$ cat config.mk
export PLATFORM = sky130hd
export DESIGN_NAME = wb_arbiter
export DESIGN_NICKNAME = d
export VERILOG_FILES = /design/src/rtl/wb_arbiter.sv
export SDC_FILE = /design/constraint.sdc
export NUM_CORES = 2
export LEC_CHECK = 0
export CORE_MARGIN = 2
export CORE_UTILIZATION = 57
export CTS_CLUSTER_DIAMETER = 120
export DETAILED_ROUTE_END_ITERATION = 8
export PLACE_DENSITY = 0.79
export SYNTH_ARGS = -nofsm -noshare
export SYNTH_HDL_FRONTEND = slang
export SYNTH_SLANG_ARGS = --single-unit
$ cat constraint.sdc
create_clock -name clk_i -period 21.2 [get_ports clk_i]
set_input_delay 6.36 -clock clk_i [delete_from_list [all_inputs] [get_ports clk_i]]
set_output_delay 6.36 -clock clk_i [all_outputs]
set_load 0.02 [all_outputs]
$ cat src/rtl/wb_arbiter.sv
`default_nettype none
// ============================================================================
// Module      : wb_arbiter
// Description : Writeback arbiter. Buffers results from several functional
//               units in per-source FIFOs and grants one per cycle round-robin.
// Revision    : 1.0 - initial release
// ============================================================================
module wb_arbiter #(
    parameter int NR_SRC        = 3,
    parameter int DEPTH         = 4,
    parameter int XLEN          = 64,
    parameter int TRANS_ID_BITS = 3
) (
    input  logic                            clk_i,
    input  logic                            rst_i,
    input  logic                            flush_i,
    input  logic [NR_SRC-1:0]               src_valid_i,
    input  logic [NR_SRC*TRANS_ID_BITS-1:0] src_trans_id_i,
    input  logic [NR_SRC*XLEN-1:0]          src_result_i,
    input  logic [NR_SRC-1:0]               src_ex_valid_i,
    input  logic [NR_SRC*XLEN-1:0]          src_ex_cause_i,
    input  logic [NR_SRC*XLEN-1:0]          src_ex_tval_i,
    output logic                            src_stall_o,
    output logic                            wb_valid_o,
    input  logic                            wb_ready_i,
    output logic [1:0]                      wb_src_o,
    output logic [TRANS_ID_BITS-1:0]        wb_trans_id_o,
    output logic [XLEN-1:0]                 wb_result_o,
    output logic                            wb_ex_valid_o,
    output logic [XLEN-1:0]                 wb_ex_cause_o,
    output logic [XLEN-1:0]                 wb_ex_tval_o,
    output logic                            overflow_o
);

    localparam int PTR_W = $clog2(DEPTH);
    localparam int CNT_W = $clog2(DEPTH + 1);
    localparam int SRC_W = (NR_SRC > 1) ? $clog2(NR_SRC) : 1;

    logic [NR_SRC-1:0]               not_empty;
    logic [NR_SRC-1:0]               near_full;
    logic [NR_SRC-1:0]               drop;
    logic [NR_SRC*TRANS_ID_BITS-1:0] head_tid;
    logic [NR_SRC*XLEN-1:0]          head_result;
    logic [NR_SRC-1:0]               head_exv;
    logic [NR_SRC*XLEN-1:0]          head_cause;
    logic [NR_SRC*XLEN-1:0]          head_tval;

    logic [SRC_W-1:0]                rr_ptr_q, rr_ptr_d;
    logic [SRC_W-1:0]                grant_idx;
    logic                            grant_found;
    logic                            overflow_q, overflow_d;
    logic                            pop_any;

    // ------------------------------------------------------------------------
    // Per-source FIFOs
    // ------------------------------------------------------------------------
    for (genvar k = 0; k < NR_SRC; k++) begin : g_fifo
        logic [CNT_W-1:0]         cnt_q, cnt_d;
        logic [PTR_W-1:0]         wr_ptr_q, wr_ptr_d;
        logic [PTR_W-1:0]         rd_ptr_q, rd_ptr_d;
        logic                     push, pop, accept;
        logic [TRANS_ID_BITS-1:0] tid_mem    [DEPTH];
        logic [XLEN-1:0]          result_mem [DEPTH];
        logic                     exv_mem    [DEPTH];
        logic [XLEN-1:0]          cause_mem  [DEPTH];
        logic [XLEN-1:0]          tval_mem   [DEPTH];

        always_comb begin
            push     = src_valid_i[k] && !flush_i;
            pop      = pop_any && (grant_idx == SRC_W'(k));
            // A full FIFO still accepts when its head leaves in the same cycle.
            accept   = push && ((cnt_q != CNT_W'(DEPTH)) || pop);
            cnt_d    = cnt_q;
            wr_ptr_d = wr_ptr_q;
            rd_ptr_d = rd_ptr_q;
            if (flush_i) begin
                cnt_d    = '0;
                wr_ptr_d = '0;
                rd_ptr_d = '0;
            end else begin
                if (accept) begin
                    wr_ptr_d = wr_ptr_q + PTR_W'(1);
                end
                if (pop) begin
                    rd_ptr_d = rd_ptr_q + PTR_W'(1);
                end
                case ({accept, pop})
                    2'b10:   cnt_d = cnt_q + CNT_W'(1);
                    2'b01:   cnt_d = cnt_q - CNT_W'(1);
                    default: cnt_d = cnt_q;
                endcase
            end
        end

        always_ff @(posedge clk_i) begin
            if (rst_i) begin
                cnt_q    <= '0;
                wr_ptr_q <= '0;
                rd_ptr_q <= '0;
            end else begin
                cnt_q    <= cnt_d;
                wr_ptr_q <= wr_ptr_d;
                rd_ptr_q <= rd_ptr_d;
            end
        end

        always_ff @(posedge clk_i) begin
            if (accept) begin
                tid_mem[wr_ptr_q]    <= src_trans_id_i[k*TRANS_ID_BITS +: TRANS_ID_BITS];
                result_mem[wr_ptr_q] <= src_result_i[k*XLEN +: XLEN];
                exv_mem[wr_ptr_q]    <= src_ex_valid_i[k];
                cause_mem[wr_ptr_q]  <= src_ex_cause_i[k*XLEN +: XLEN];
                tval_mem[wr_ptr_q]   <= src_ex_tval_i[k*XLEN +: XLEN];
            end
        end

        assign not_empty[k] = (cnt_q != '0);
        assign near_full[k] = (cnt_q >= CNT_W'(DEPTH - 1));
        assign drop[k]      = push && (cnt_q == CNT_W'(DEPTH)) && !pop;

        assign head_tid[k*TRANS_ID_BITS +: TRANS_ID_BITS] = tid_mem[rd_ptr_q];
        assign head_result[k*XLEN +: XLEN]                = result_mem[rd_ptr_q];
        assign head_exv[k]                                = exv_mem[rd_ptr_q];
        assign head_cause[k*XLEN +: XLEN]                 = cause_mem[rd_ptr_q];
        assign head_tval[k*XLEN +: XLEN]                  = tval_mem[rd_ptr_q];
    end

    // ------------------------------------------------------------------------
    // Round-robin grant: first non-empty FIFO at or after rr_ptr, wrapping
    // ------------------------------------------------------------------------
    always_comb begin
        int               cand_int;
        logic [SRC_W-1:0] cand;
        cand_int    = 0;
        cand        = '0;
        grant_idx   = '0;
        grant_found = 1'b0;
        for (int i = 0; i < NR_SRC; i++) begin
            cand_int = int'(rr_ptr_q) + i;
            if (cand_int >= NR_SRC) begin
                cand_int = cand_int - NR_SRC;
            end
            cand = SRC_W'(cand_int);
            if (!grant_found && not_empty[cand]) begin
                grant_found = 1'b1;
                grant_idx   = cand;
            end
        end
    end

    assign pop_any = grant_found && wb_ready_i && !flush_i;

    always_comb begin
        rr_ptr_d   = rr_ptr_q;
        overflow_d = overflow_q | (|drop);
        if (flush_i) begin
            rr_ptr_d = '0;
        end else if (pop_any) begin
            rr_ptr_d = (grant_idx == SRC_W'(NR_SRC - 1)) ? '0 : grant_idx + SRC_W'(1);
        end
    end

    always_ff @(posedge clk_i) begin
        if (rst_i) begin
            rr_ptr_q   <= '0;
            overflow_q <= 1'b0;
        end else begin
            rr_ptr_q   <= rr_ptr_d;
            overflow_q <= overflow_d;
        end
    end

    // ------------------------------------------------------------------------
    // Output mux; payload is forced to zero when nothing is granted
    // ------------------------------------------------------------------------
    always_comb begin
        wb_trans_id_o = '0;
        wb_result_o   = '0;
        wb_ex_valid_o = 1'b0;
        wb_ex_cause_o = '0;
        wb_ex_tval_o  = '0;
        for (int k = 0; k < NR_SRC; k++) begin
            if (grant_found && (grant_idx == SRC_W'(k))) begin
                wb_trans_id_o = head_tid[k*TRANS_ID_BITS +: TRANS_ID_BITS];
                wb_result_o   = head_result[k*XLEN +: XLEN];
                wb_ex_valid_o = head_exv[k];
                wb_ex_cause_o = head_cause[k*XLEN +: XLEN];
                wb_ex_tval_o  = head_tval[k*XLEN +: XLEN];
            end
        end
    end

    assign wb_valid_o  = grant_found;
    assign wb_src_o    = grant_found ? 2'(grant_idx) : 2'b00;
    assign src_stall_o = |near_full;
    assign overflow_o  = overflow_q;

endmodule
`default_nettype wire

# Word level (Yosys, flattened, before mapping)
# Memories as Yosys holds them, arrays and structs flattened. A register that Yosys moved wholly into a read port is not among the register bits.
# Index checks and enable logic that the tools add are counted.
[totals]
out_inout_bits = 201
regBits = 24
mem_bits_rw = 2352
mem_count = 15
input_bits = 595
wordCells = 180
[classes]
bitwise_logic = 1
n_addsub = 18
order_cmp = 9
muxes = 71
n_reduce_logical = 41
n_eq_ne = 14
[mem_list]
columns = ["name", "words", "word_bits", "read_ports", "rd_ports_with_merged_regs", "write_ports", "line", "rtl"]
rows = [
  ["g_fifo[0].cause_mem", 4, 64, 1, 1, 1, "65", "logic [XLEN-1:0] cause_mem [DEPTH];"],
  ["g_fifo[0].result_mem", 4, 64, 1, 1, 1, "63", "logic [XLEN-1:0] result_mem [DEPTH];"],
  ["g_fifo[0].tval_mem", 4, 64, 1, 1, 1, "66", "logic [XLEN-1:0] tval_mem [DEPTH];"],
  ["g_fifo[1].cause_mem", 4, 64, 1, 1, 1, "65", ""],
  ["g_fifo[1].result_mem", 4, 64, 1, 1, 1, "63", ""],
  ["g_fifo[1].tval_mem", 4, 64, 1, 1, 1, "66", ""],
  ["+9 memories", "n/a", "n/a", "n/a", "n/a", "n/a", "n/a", ""],
]
[ops]
columns = ["operator", "n"]
rows = [
  ["64-bit 2-to-1 mux", 9],
  ["2-bit 2-to-1 mux", 38],
  ["1-bit logical AND", 22],
  ["3-bit one-hot mux with 2 select lines", 3],
  ["3-bit by 2-bit greater-or-equal comparator with 1-bit output, second input constant", 5],
  ["1-bit 2-to-1 mux", 15],
  ["2-bit by 1-bit adder with 2-bit output, second input constant", 7],
  ["3-bit by 1-bit adder with 3-bit output, second input constant", 3],
  ["3-bit equality test, second input constant", 3],
  ["2-bit by 3-bit less-than comparator with 1-bit output, second input constant", 3],
  ["3-bit 2-to-1 mux", 3],
  ["3-bit != test, second input constant", 3],
  ["3-bit nonzero test", 3],
  ["3-bit by 1-bit subtractor with 3-bit output, second input constant", 3],
  ["2-bit by 1-bit equality test with 1-bit output, second input constant", 4],
  ["2-bit equality test, second input constant", 4],
  ["1-bit binary-select mux with 2-bit select", 3],
  ["1-bit logical NOT", 6],
  ["2-bit nonzero test", 3],
  ["3-bit OR reduction", 2],
  ["2-bit subtractor, second input constant", 3],
  ["2-bit by 1-bit adder with 3-bit output, second input constant", 1],
  ["2-bit by 2-bit adder with 3-bit output, second input constant", 1],
  ["1-bit logical OR", 3],
  ["4 further kinds", 4],
]

# Longest topological paths before layout
[depth]
ltp_word = 18
mapped_depth = 13
ltp_nobuf = 13

# Least setup slack after synthesis
# No wires, ideal clock.
[synth_timing]
path_kind = "input -> register"
startpoint = "in flush_i"
endpoint = "mem g_fifo[0].cause_mem[0][0] (enable)"
setup_slack_ns = 8.688
stages = 5
required_time_ns = 20.618
t_arrival_ns = 11.930
path_cell_list = "clkbuf_1 -> nor2b_1 -> o21ai_4 -> o31ai_1 -> and3_1"
[synth_between]
elab_chain_len = 7
elab_cells_between_ends = 8
classes_between = "2 x mux; 6 x reduce/logical"
[synth_lines]
columns = ["element", "line", "rtl"]
rows = [
  ["from (decl)", "16", "input logic flush_i,"],
  ["1-bit logical NOT *", "69, 151", ""],
  ["1-bit logical AND", "151", "assign pop_any = grant_found && wb_ready_i && !flush_i;"],
  ["1-bit logical AND", "70", "pop = pop_any && (grant_idx == SRC_W'(k));"],
  ["1-bit logical OR", "72", "accept = push && ((cnt_q != CNT_W'(DEPTH)) || pop);"],
  ["1-bit logical AND *", "72", ""],
  ["1-bit 2-to-1 mux *", "108", "if (accept) begin"],
  ["1-bit 2-to-1 mux (implied by the code) *", "112", "cause_mem[wr_ptr_q] <= src_ex_cause_i[k*XLEN +: XLEN];"],
  ["to (decl)", "65", ""],
]
# Every way passes the cells marked *; elsewhere a longest branch is shown, timed or not.

# Worst setup path after layout
[layout_timing]
startpoint = "reg rr_ptr_q[0]"
endpoint = "out wb_result_o[2]"
[layout_between]
elab_chain_len = 16
elab_cells_between_ends = 36
classes_between = "5 x add/sub; 3 x order compare; 2 x eq/ne; 18 x mux; 8 x reduce/logical"
[layout_lines]
columns = ["element", "line", "rtl"]
rows = [
  ["from (decl)", "48", "logic [SRC_W-1:0] rr_ptr_q, rr_ptr_d;"],
  ["from (signal assigned)", "168", "rr_ptr_q <= rr_ptr_d;"],
  ["parallel branches: the longest is 15 deep, another holds 2-bit by 1-bit adder with 3-bit output", "n/a", ""],
  ["64-bit 2-to-1 mux *", "183", "if (grant_found && (grant_idx == SRC_W'(k))) begin"],
  ["to (decl)", "28", "output logic [XLEN-1:0] wb_result_o,"],
]
# Every way passes the cells marked *. The select of a mux whose other input is x is not followed.

==> results by group <==
Logic synthesis
  – Post-synthesis async set-or-reset flop share: 0
  – Seq/Total Area, Yosys: 0.794
  – Cell count after synthesis: around 4000
  – Syn Nets: roughly 4600
  – Syn. warnings: 0
  – Number of synthesized flops with an enable pin: ~2400
  – Mapped Area: approximately 0.090 mm²
  – Syn Area/Cell: ~23 µm²
  – Count of different cell masters after synthesis: between 60 and 70
  – Post-synth top flop: edfxtp_1
  – FF+latch count, synth: about 2400

STA
  – Final TNS setup: 0 ps
  – Actual slew at the worst max-slew pin: approximately 1600 ps
  – Fmax: slightly above 80 MHz
  – Final Hold Viols: 0
  – Slew margin rel.: -0.0945
  – Slew Limit Fails: 63
  – Hold_ws: approximately 490 ps
  – RSZ-0062 raised after global routing: no
  – Worst clock skew: about 72 ps
  – Setup-failing EPs final: 0
  – Final Critical Period: about 12000 ps
  – Period Utilization, post-route: 0.578

Detailed routing
  – Drt drc: 0
  – Drt pass-1 iters: 6
  – Post-route ant nets: 0
  – Wirelength per Cell: between 30 and 40 µm
  – Initial DRC Count: between 5000 and 6000
  – Detailed-route wire length: 234000 µm
  – Via count: between 40000 and 50000
  – Via/cell ratio: ~6.4

Clocking
  – Total clock sinks: 2382
  – Post-CTS sizing: 0
  – Clock-pin slew on the worst setup and hold paths: about 60 ps
  – Num CTS Buffers: about 220
  – Htree depth: 4
  – Clock latency on the worst-skew pair: around 860 ps
  – Hold_buf cts: 0
  – Root buffer cell: clkbuf_16
  – Post-CTS Setup Repair Bufs: 0
  – CTS tree: yes
  – Longest Clk Path Bufs: 3

Power and ir drop
  – Worst VDD drop: about 0.09 mV
  – Clock Power Share: 0.396
  – P_sw: around 2.2 mW
  – Leak pwr: 33.5 nW
  – Power Density: between 90 and 100 mW/mm²
  – Net Sw Frac: 0.217
  – Seq pwr share: 0.531
  – Internal power: ~8 mW
  – Part of the power in combinational logic: 0.073

Placement
  – Post-DP HPWL: between 100000 and 150000 µm
  – Routability Congestion: between 0.8 and 0.9
  – PortBufs: approximately 800

Floorplan
  – Die width: 401 µm
  – I/O pins: between 700 and 800
  – Die H: ~400 µm
  – Row count: ~150
  – Die area: approximately 0.16 mm²
  – Initial Util: 0.574
  – CORE AREA: ~0.16 mm²

Worst hold path
  – Worst hold path endpoint: rr_ptr_q[1]
  – WHS Path Cells: 2
  – HP Class: reg -> reg
  – Hold path start: rr_ptr_q[1]

Layout
  – Commonest cells after routing, fill and taps aside: 2352 x edfxtp_1, 795 x clkdlybuf4s50_1, 588 x mux4_2, 409 x nand2_1, 223 x clkbuf_16
  – FF+latch area: 0.0713 mm²
  – Area grow syn2layout: 19.7%
  – Commonest non-fill, non-tap cell in the layout: edfxtp_1
  – Final #Nets: 5443
  – Area of the multi-input gates: 0.0175 mm²
  – Fraction of layout cells with a size suffix above 1: 0.198
  – Fill count: around 9000

Worst setup path
  – Critical Path Start Type: register
  – Crit path kind: reg -> out
  – Critical path required time: approximately 15000 ps
  – R2r worst-path depth: 12
  – R2R Path Start: rr_ptr_q[0]
  – CP max FO: 85
  – FF-to-FF End: g_fifo[0].result_mem[1][18]
  – CP arrival: 5890 ps
  – R2R setup slack: around 15000 ps
  – Critical path endpoint category: output pin
  – Worst setup startpoint: rr_ptr_q[0]

GRT
  – GRT Overall Usage: 0.292
  – Largest net degree at the start of global routing: between 100 and 150
  – First-pass GRT wire length: 334000 µm
  – Initial antenna violation count: ~140
  – Total grt overflow: 0
  – Vias in the first global route: 46600

Run status
  – Failing checks: slew limit
  – Outcome: finished with violations

Job
  – Max Cap Viol: 0
critical path: stages, from the launching register on:
cell and delay (ps):
dfxtp_1 380, inv_1 60, ha_1 380, nor2b_1 210, a221o_1 440, o21a_2 330, inv_8 450, buf_4 920
buf_4 700, a22oi_1 210, nand2_1 130, clkdlybuf4s50_1 600
synth_stat cells, types with 2 or more instances:
cell,n,share of area
edfxtp_1,2352,0.79
mux4_2,588,0.15
nand2_1,409,0.017
a22oi_1,196,0.016
clkbuf_1,143,0.0060
buf_2,35,0.0020
dfxtp_1,30,0.0067
nor2_1,21,0.00088
inv_1,18,0.00075
buf_6,17,0.0021
ha_1,15,0.0021
and3_1,11,0.00077
nor3_1,11,0.00061
a21oi_1,9,0.00050
nand3_1,7,0.00039
buf_1,6,0.00025
and2_1,5,0.00035
nor2b_1,5,0.00035
o21ai_0,5,0.00028
xor2_1,5,0.00049
mux2i_1,4,0.00045
nand2b_1,4,0.00028
a211oi_1,3,0.00025
a21oi_2,3,0.00029
a31oi_1,3,0.00021
fa_1,3,0.00067
nand4_1,3,0.00021
o31ai_1,3,0.00025
a2bb2oi_1,2,0.00020
inv_2,2,0.000084
nor4b_1,2,0.00020
o21a_1,2,0.00017
o21ai_1,2,0.00011
or3_1,2,0.00014
xnor2_1,2,0.00020
cell families after synthesis:
logic type | share of synthesized area
XOR/XNOR | 0.000684
buffers and inverters | 0.0112
flip-flops | 0.794
AO/OA/AOI/OAI | 0.0206
multiplexers | 0.148
AND/OR/NAND/NOR | 0.0222
adder cells (fa/ha/maj) | 0.00276
final cells by class:
cell class / count / area share
antenna: 88 / 0.00205
clock buffer: 271 / 0.0537
clock inverter: 143 / 0.0136
inverter: 20 / 0.000840
multi-input combinational: 1350 / 0.163
sequential: 2382 / 0.664
tap: 2058 / 0.0240
timing repair buffer: 854 / 0.0788
metal layers:
metal,share of wire,GRT usage
met5,0.0039,0
met3,0.12,0.0970
met2,0.50,0.470
met1,0.35,0.374
met4,0.033,0.107
state kept, by name (all words and copies together) (netlist names), 2 cells and up, named ones only:
signal,cells
g_fifo.cause_mem,768
g_fifo.result_mem,768
g_fifo.tval_mem,768
g_fifo.tid_mem,36
g_fifo.exv_mem,12
g_fifo.cnt_q,9
g_fifo.rd_ptr_q,6
g_fifo.wr_ptr_q,6
rr_ptr_q,2
stage by stage:
stage	utilization	instance area (µm²)	power, mW	setup WS [ps]	std cells
after floorplan	-	89700	5.69	8690	3954
after global placement	0.639	99900	6.07	9850	6664
after detailed placement	0.639	99900	6.09	9820	6664
after CTS	0.685	107000	9.97	8910	7078
after global routing	0.686	107000	10.2	8730	7128
final	0.687	107000	9.93	8950	7166
worst max-delay path by stage:
stage	endpoint	slack, ps
final	wb_result_o[2]	8950
after global routing	wb_ex_cause_o[7]	8730
after CTS	wb_ex_cause_o[7]	8910
after detailed placement	wb_ex_cause_o[7]	9820
after global placement	wb_ex_cause_o[7]	9850
after floorplan	g_fifo[0].cause_mem[0][0]	8690
power groups by stage:
stage	sequential, mW	clock, mW	combinational [mW]
after floorplan	5.37	0	0.316
after global placement	5.36	0	0.708
after detailed placement	5.37	0	0.719
after CTS	5.27	3.97	0.729
after global routing	5.27	4.15	0.761
final	5.27	3.93	0.728
No activity file was read; power rests on OpenSTA's default activity.
